### src/rtl/rf_write_arbiter.sv
// rf_write_arbiter
//   Two-requester write arbiter in front of a single register file write port.
//   Requester 0 is the ALU writeback path and requester 1 is the load unit.
//   Ties are broken by a 1-bit round-robin pointer. An accepted write sits in
//   a one-entry holding stage and is presented to the register file on the
//   following cycle. The stage holds while the write port is stalled. Writes
//   to register 0 are accepted but never strobed, which keeps x0 hardwired to 0.
//
// Ports
//   clk           clock; all state updates on its rising edge
//   rst           asynchronous active-high reset
//   req0_valid    requester 0 (ALU) presents a write
//   req0_addr     requester 0 destination register
//   req0_data     requester 0 write data
//   req0_ready    requester 0 granted this cycle
//   req1_*        same as req0_*, for requester 1 (load unit)
//   wr_stall      register file write port unavailable this cycle
//   wr_en         register file write strobe
//   wr_addr       register file write address
//   wr_data       register file write data
//   pending_mask  one bit per register with an accepted, uncommitted write
module rf_write_arbiter #(
    parameter int WIDTH     = 32,
    parameter int REG_COUNT = 32,
    parameter int REG_BITS  = $clog2(REG_COUNT)
) (
    input  logic                 clk,
    input  logic                 rst,
    input  logic                 req0_valid,
    input  logic [REG_BITS-1:0]  req0_addr,
    input  logic [WIDTH-1:0]     req0_data,
    output logic                 req0_ready,
    input  logic                 req1_valid,
    input  logic [REG_BITS-1:0]  req1_addr,
    input  logic [WIDTH-1:0]     req1_data,
    output logic                 req1_ready,
    input  logic                 wr_stall,
    output logic                 wr_en,
    output logic [REG_BITS-1:0]  wr_addr,
    output logic [WIDTH-1:0]     wr_data,
    output logic [REG_COUNT-1:0] pending_mask
);

    logic                valid_q;
    logic [REG_BITS-1:0] addr_q;
    logic [WIDTH-1:0]    data_q;
    logic                src_q;
    logic                ptr_q;

    logic can_accept;
    logic grant0;
    logic grant1;

    // The stage can take a new write when it is empty or draining this cycle.
    assign can_accept = ~valid_q | ~wr_stall;

    // Readies are combinational from valid, so they are masked by rst to keep
    // both requesters idle while the block is held in reset.
    assign grant0 = ~rst & can_accept & req0_valid & (~req1_valid | ~ptr_q);
    assign grant1 = ~rst & can_accept & req1_valid & (~req0_valid |  ptr_q);

    assign req0_ready = grant0;
    assign req1_ready = grant1;

    always_ff @(posedge clk or posedge rst) begin
        if (rst) begin
            valid_q <= 1'b0;
            addr_q  <= '0;
            data_q  <= '0;
            src_q   <= 1'b0;
            ptr_q   <= 1'b0;
        end else if (grant0) begin
            valid_q <= 1'b1;
            addr_q  <= req0_addr;
            data_q  <= req0_data;
            src_q   <= 1'b0;
            ptr_q   <= 1'b1;
        end else if (grant1) begin
            valid_q <= 1'b1;
            addr_q  <= req1_addr;
            data_q  <= req1_data;
            src_q   <= 1'b1;
            ptr_q   <= 1'b0;
        end else if (valid_q && !wr_stall) begin
            valid_q <= 1'b0;
        end
    end

    assign wr_en   = valid_q & ~wr_stall & (addr_q != '0);
    assign wr_addr = addr_q;
    assign wr_data = data_q;

    // Bit 0 is never set because the loop starts at register 1.
    always_comb begin
        pending_mask = '0;
        if (valid_q && (addr_q != '0)) begin
            for (int i = 1; i < REG_COUNT; i++) begin
                if (addr_q == REG_BITS'(i)) begin
                    pending_mask[i] = 1'b1;
                end
            end
        end
    end

    // src_q records which requester produced the held write, for debug
    // visibility; no output depends on it.
    logic unused_src;
    assign unused_src = src_q;

endmodule

### config.mk
export PLATFORM = sky130hd
export DESIGN_NAME = rf_write_arbiter
export DESIGN_NICKNAME = d
export VERILOG_FILES = /design/src/rtl/rf_write_arbiter.sv
export SDC_FILE = /design/constraint.sdc
export NUM_CORES = 1
export LEC_CHECK = 0
export ABC_AREA = 1
export BUFFER_PORTS_ARGS = -buffer_cell sky130_fd_sc_hd__buf_4
export CAP_MARGIN = 20
export CORE_AREA = 2 2 77 79
export CTS_CLUSTER_SIZE = 25
export DETAILED_ROUTE_END_ITERATION = 8
export DIE_AREA = 0 0 79 81
export PLACE_DENSITY = 0.88
export SYNTH_ARGS = -nofsm -noshare
export SYNTH_HDL_FRONTEND = slang
export SYNTH_SLANG_ARGS = --single-unit
### constraint.sdc
create_clock -name clk -period 5.65 [get_ports clk]
set_clock_uncertainty 0.1 [all_clocks]
set_input_delay 1.695 -clock clk [delete_from_list [all_inputs] [get_ports clk]]
set_output_delay 1.695 -clock clk [all_outputs]
set_load 0.02 [all_outputs]
Word level (Yosys, flattened, before mapping)
Cells that the tools add are included.
- output and inout bits: 72
- input port bits: 79
- flip-flop bits (word level): 39
- logic and storage cells: 98
- reductions and logical operators: 6
- bitwise operators: 16
- mux-type cells: 41
- eq/ne operators: 31
- operator list (kind ; count):
    5-bit == test (second input constant) ; 16
    32-bit two-way mux ; 2
    5-bit by 4-bit == test with 1-bit output (second input constant) ; 8
    1-bit two-way mux ; 36
    31-bit two-way mux ; 1
    5-bit by 3-bit == test with 1-bit output (second input constant) ; 4
    5-bit by 2-bit == test with 1-bit output (second input constant) ; 2
    5-bit two-way mux ; 2
    1-bit AND ; 7
    1-bit NOT ; 6
    5-bit by 1-bit == test with 1-bit output (second input constant) ; 1
    5-bit nonzero test ; 1
    1-bit OR ; 3
    3-bit nonzero test ; 1
    1-bit logical AND ; 2
    2-bit nonzero test ; 1
    1-bit logical NOT ; 1

Longest topological paths before layout
- depth in word-level cells: 7
- mapped depth: 9
- depth with buffers taken out: 7

Least setup slack after synthesis
OpenSTA, ideal clock, no wires.
- path type: input -> output
- start: input rst
- end: output req1_ready
- required time: 3.855 ns
- path buffers: 1
- arrival: 3.238 ns
- path slack: 0.617 ns
- stages: 6
- path through: inv_1 nand2_1 inv_2 nand2_1 buf_4 inv_1
- word-level cells in the longest chain between the ends: 4
- RTL lines (what ; line ; source):
    from (decl) ; 28 ; input logic rst,
    1-bit NOT ; 60 ; assign grant1 = ~rst & can_accept & req1_valid & (~req0_valid | ptr_q);
    1-bit AND (3 in a row) ; 60 ;
    to (decl) ; 36 ; output logic req1_ready,
No other way between the ends.

Worst setup path in the final report
- start: input wr_stall
- end: output req1_ready
- word-level cells in the longest chain between the ends: 5
- RTL lines (what ; line ; source):
    from (decl) ; 37 ; input logic wr_stall,
    1-bit NOT ; 55 ; assign can_accept = ~valid_q | ~wr_stall;
    1-bit OR ; 55 ;
    1-bit AND (3 in a row) ; 60 ;
No other way between the ends.

==> metrics.txt <==
kind of critical path=in -> out; vias=2852; Sw Pwr=slightly above 0.5 mW; Leakage=2.34 nW; PwrDens=333 nW/um^2; sequential-to-total area share from yosys stat=about two fifths; Clk pwr share=between 10% and 20%; synth warn=0; hold-fix buffer count after cts=0; H-tree depth=2; library cells used by synthesis=20; RSZ-0062 raised after global routing=false; row cnt=28; Util after Layout=between 60% and 70%; worst slew pin tran=between 0.7 and 0.8 ns; Max Buffers Root-to-Sink=2; Avg WL per Cell=around 11 um; Final min period=roughly 4.1 ns; antenna cells=0; most common cell in the synthesized netlist=nand2_1; IO Pins=about 150; worst vdd ir=between 0.00015 and 0.0002 V; port bufs=~150; cell taking the most area after synthesis=dfrtp_1; top cell types by occurrence after synthesis=nand2_1 (135), inv_1 (86), nand3_1 (75), dfrtp_1 (39), nor2_1 (26); design area=about 3800 um^2; Slew headroom=around half; hpwl dp=around 5.2 mm; share of layout cells above drive strength 1=32.9%; status=finished clean; gr usage total=approximately 22%; Internal=between 0.7 and 0.8 mW; post_cts resized=0; CP Data Required Time=around 3.9 ns; initial drt markers=95; Core Area=around 5700 um^2; Initial Util=a little under half; post-route antenna net violation count=0; aggregate global routing overflow=0; Sequential Area=a little under 1000 um^2; synthesis-to-finish area growth=47.4%; Num CTS Buffers=5; Post-CTS Setup Inserts=0; post-synth net total=485; Hold Crit Class=reg -> reg; Post-synth EDFFs=0; largest net degree at the start of global routing=48; initial antenna violation count=0; Sw Share=between 40% and 50%; CTS tree=built; Primary FF master, synth=dfrtp_1; Hold Fails Final Rpt=0; post-route setup TNS=0 ns; Comb power frac=46.6%; Setup crit end kind=output pin; fin cells=roughly 620; first-pass GRT wire length=11.5 mm; Final setup viols=0; clk_lat worst skew=around 0.28 ns; Pre-antenna DRT Iters=4; Via density=4.61; register bit total from synthesis=39; area of the multi-input gates=~1100 um^2; Final #Nets=about 620; Seq pwr share=roughly a third; Slew Limit Fails=0; Post-Syn Area=2560 um^2; CTS sink cnt=39; fillers=between 500 and 600; GR Layer Usage met3=between 5 and 6%; worst path arrival time=2.35 ns; total routed wirelength=slightly below 7 mm; placed insts=611; Reg clk slew, reported paths=~0.080 ns; met1 track demand over resource=23.8%; max_cap viols=0; crit-path max FO=2; root buffer cell=clkbuf_8; Gate Count Post-Synth=406; Die ar.=between 6000 and 7000 um^2; Critical Path Start Type=primary input; dpl cell area=about 3700 um^2; Yosys top cell area share=38.1%; Async S/R FF share, synth=100%; Syn Area/Cell=around 6.3 um^2; vias in the first global route=around 2700; top post-synthesis cells by area=dfrtp_1 (38%), nand2_1 (20%), nand3_1 (15%), inv_1 (13%), nor2_1 (3.8%); routability cong.=about 0.79; met2 Usage GRT=roughly 43%; Die Ht=between 80 and 90 um; Remaining DRCs=0; Max Fclk=~240 MHz; Final period util=about three quarters; global routing's busiest layer=met2; Die X=roughly 79 um
## worst paths after layout
kind / from / to / slack [ns] / cells past startpoint
worst max-delay path: wr_stall / req1_ready / 1.51 / 7
worst min-delay path: wr_data[25] / wr_data[25] / 0.42 / 2
worst max register to register: ptr_q / wr_addr[4] / 3.56 / 5
worst min register to register: wr_data[25] / wr_data[25] / 0.42 / 2
max in group asynchronous: rst / wr_data[7] / 3.66 / 3
min in group asynchronous: rst / wr_data[4] / 1.44 / 3
## per-layer routing
metal	share of wire, %	vias to the layer above
met1	39	1266
li1	-	1464
met4	1.0	0
met3	7.6	9
met5	0	-
met2	52	113
## registers in the layout, indices dropped and copies added (netlist names)
| register | count |
|---|---|
| wr_data | 32 |
| wr_addr | 5 |
| ptr_q | 1 |
| valid_q | 1 |
## power groups by stage
stage / clock network, mW / logic [mW] / registers [mW]
3_3_place_gp: 0 / 0.575 / 0.434
6_report: 0.237 / 0.586 / 0.435
2_1_floorplan: 0 / 0.254 / 0.534
4_1_cts: 0.243 / 0.590 / 0.434
5_1_grt: 0.253 / 0.640 / 0.447
3_5_place_dp: 0 / 0.589 / 0.437
## cells by family (layout without fill, tap and decap cells)
| family | Yosys count | count (layout) | synth area share (%) |
|---|---|---|---|
| simple gates | 252 | 252 | 42.3 |
| buf+inv | 110 | 248 | 18.6 |
| compound gates | 4 | 4 | 0.879 |
| flops | 39 | 39 | 38.1 |
| other cells | 1 | 1 | 0.146 |
## through the flow
| step | total power [mW] | worst slack (ns) | hold WS (ns) |
|---|---|---|---|
| floorplan | 0.788 | 0.617 | 0.402 |
| global placement | 1.01 | 1.53 | 0.395 |
| detailed placement | 1.03 | 1.52 | 0.397 |
| CTS | 1.27 | 1.50 | 0.419 |
| global route | 1.34 | 1.46 | 0.445 |
| finish | 1.26 | 1.51 | 0.416 |
## worst max-delay path: stages
cell and delay (ns):
buf_4 0.11, nand2_1 0.08, nand2_1 0.09, inv_2 0.07, nand2_1 0.06, inv_1 0.08
buf_4 0.14
## cell usage in the layout (no fill, tap or decap)
cell type and instances:
clkbuf_8 6, nand3_1 75, or2_1 1, nor2_4 1
nand2_2 3, a21oi_1 2, buf_4 153, bufinv_16 1
a21o_1 1, inv_1 85, clkinv_2 1, conb_1 1
nor2_1 25, dfrtp_1 39, nor2_2 12, inv_2 2
o21ai_0 1, nand2_1 135
## layout make-up
class	instances	share of cell area, %
repair buffers	153	30.4
multi-input cells	257	29.5
flip-flops and latches	39	25.8
inverters	87	8.65
well taps	75	2.49
clock buffers	6	2.19
clock inverters	2	0.928
Note: power is estimated with default switching activity, not from simulation.
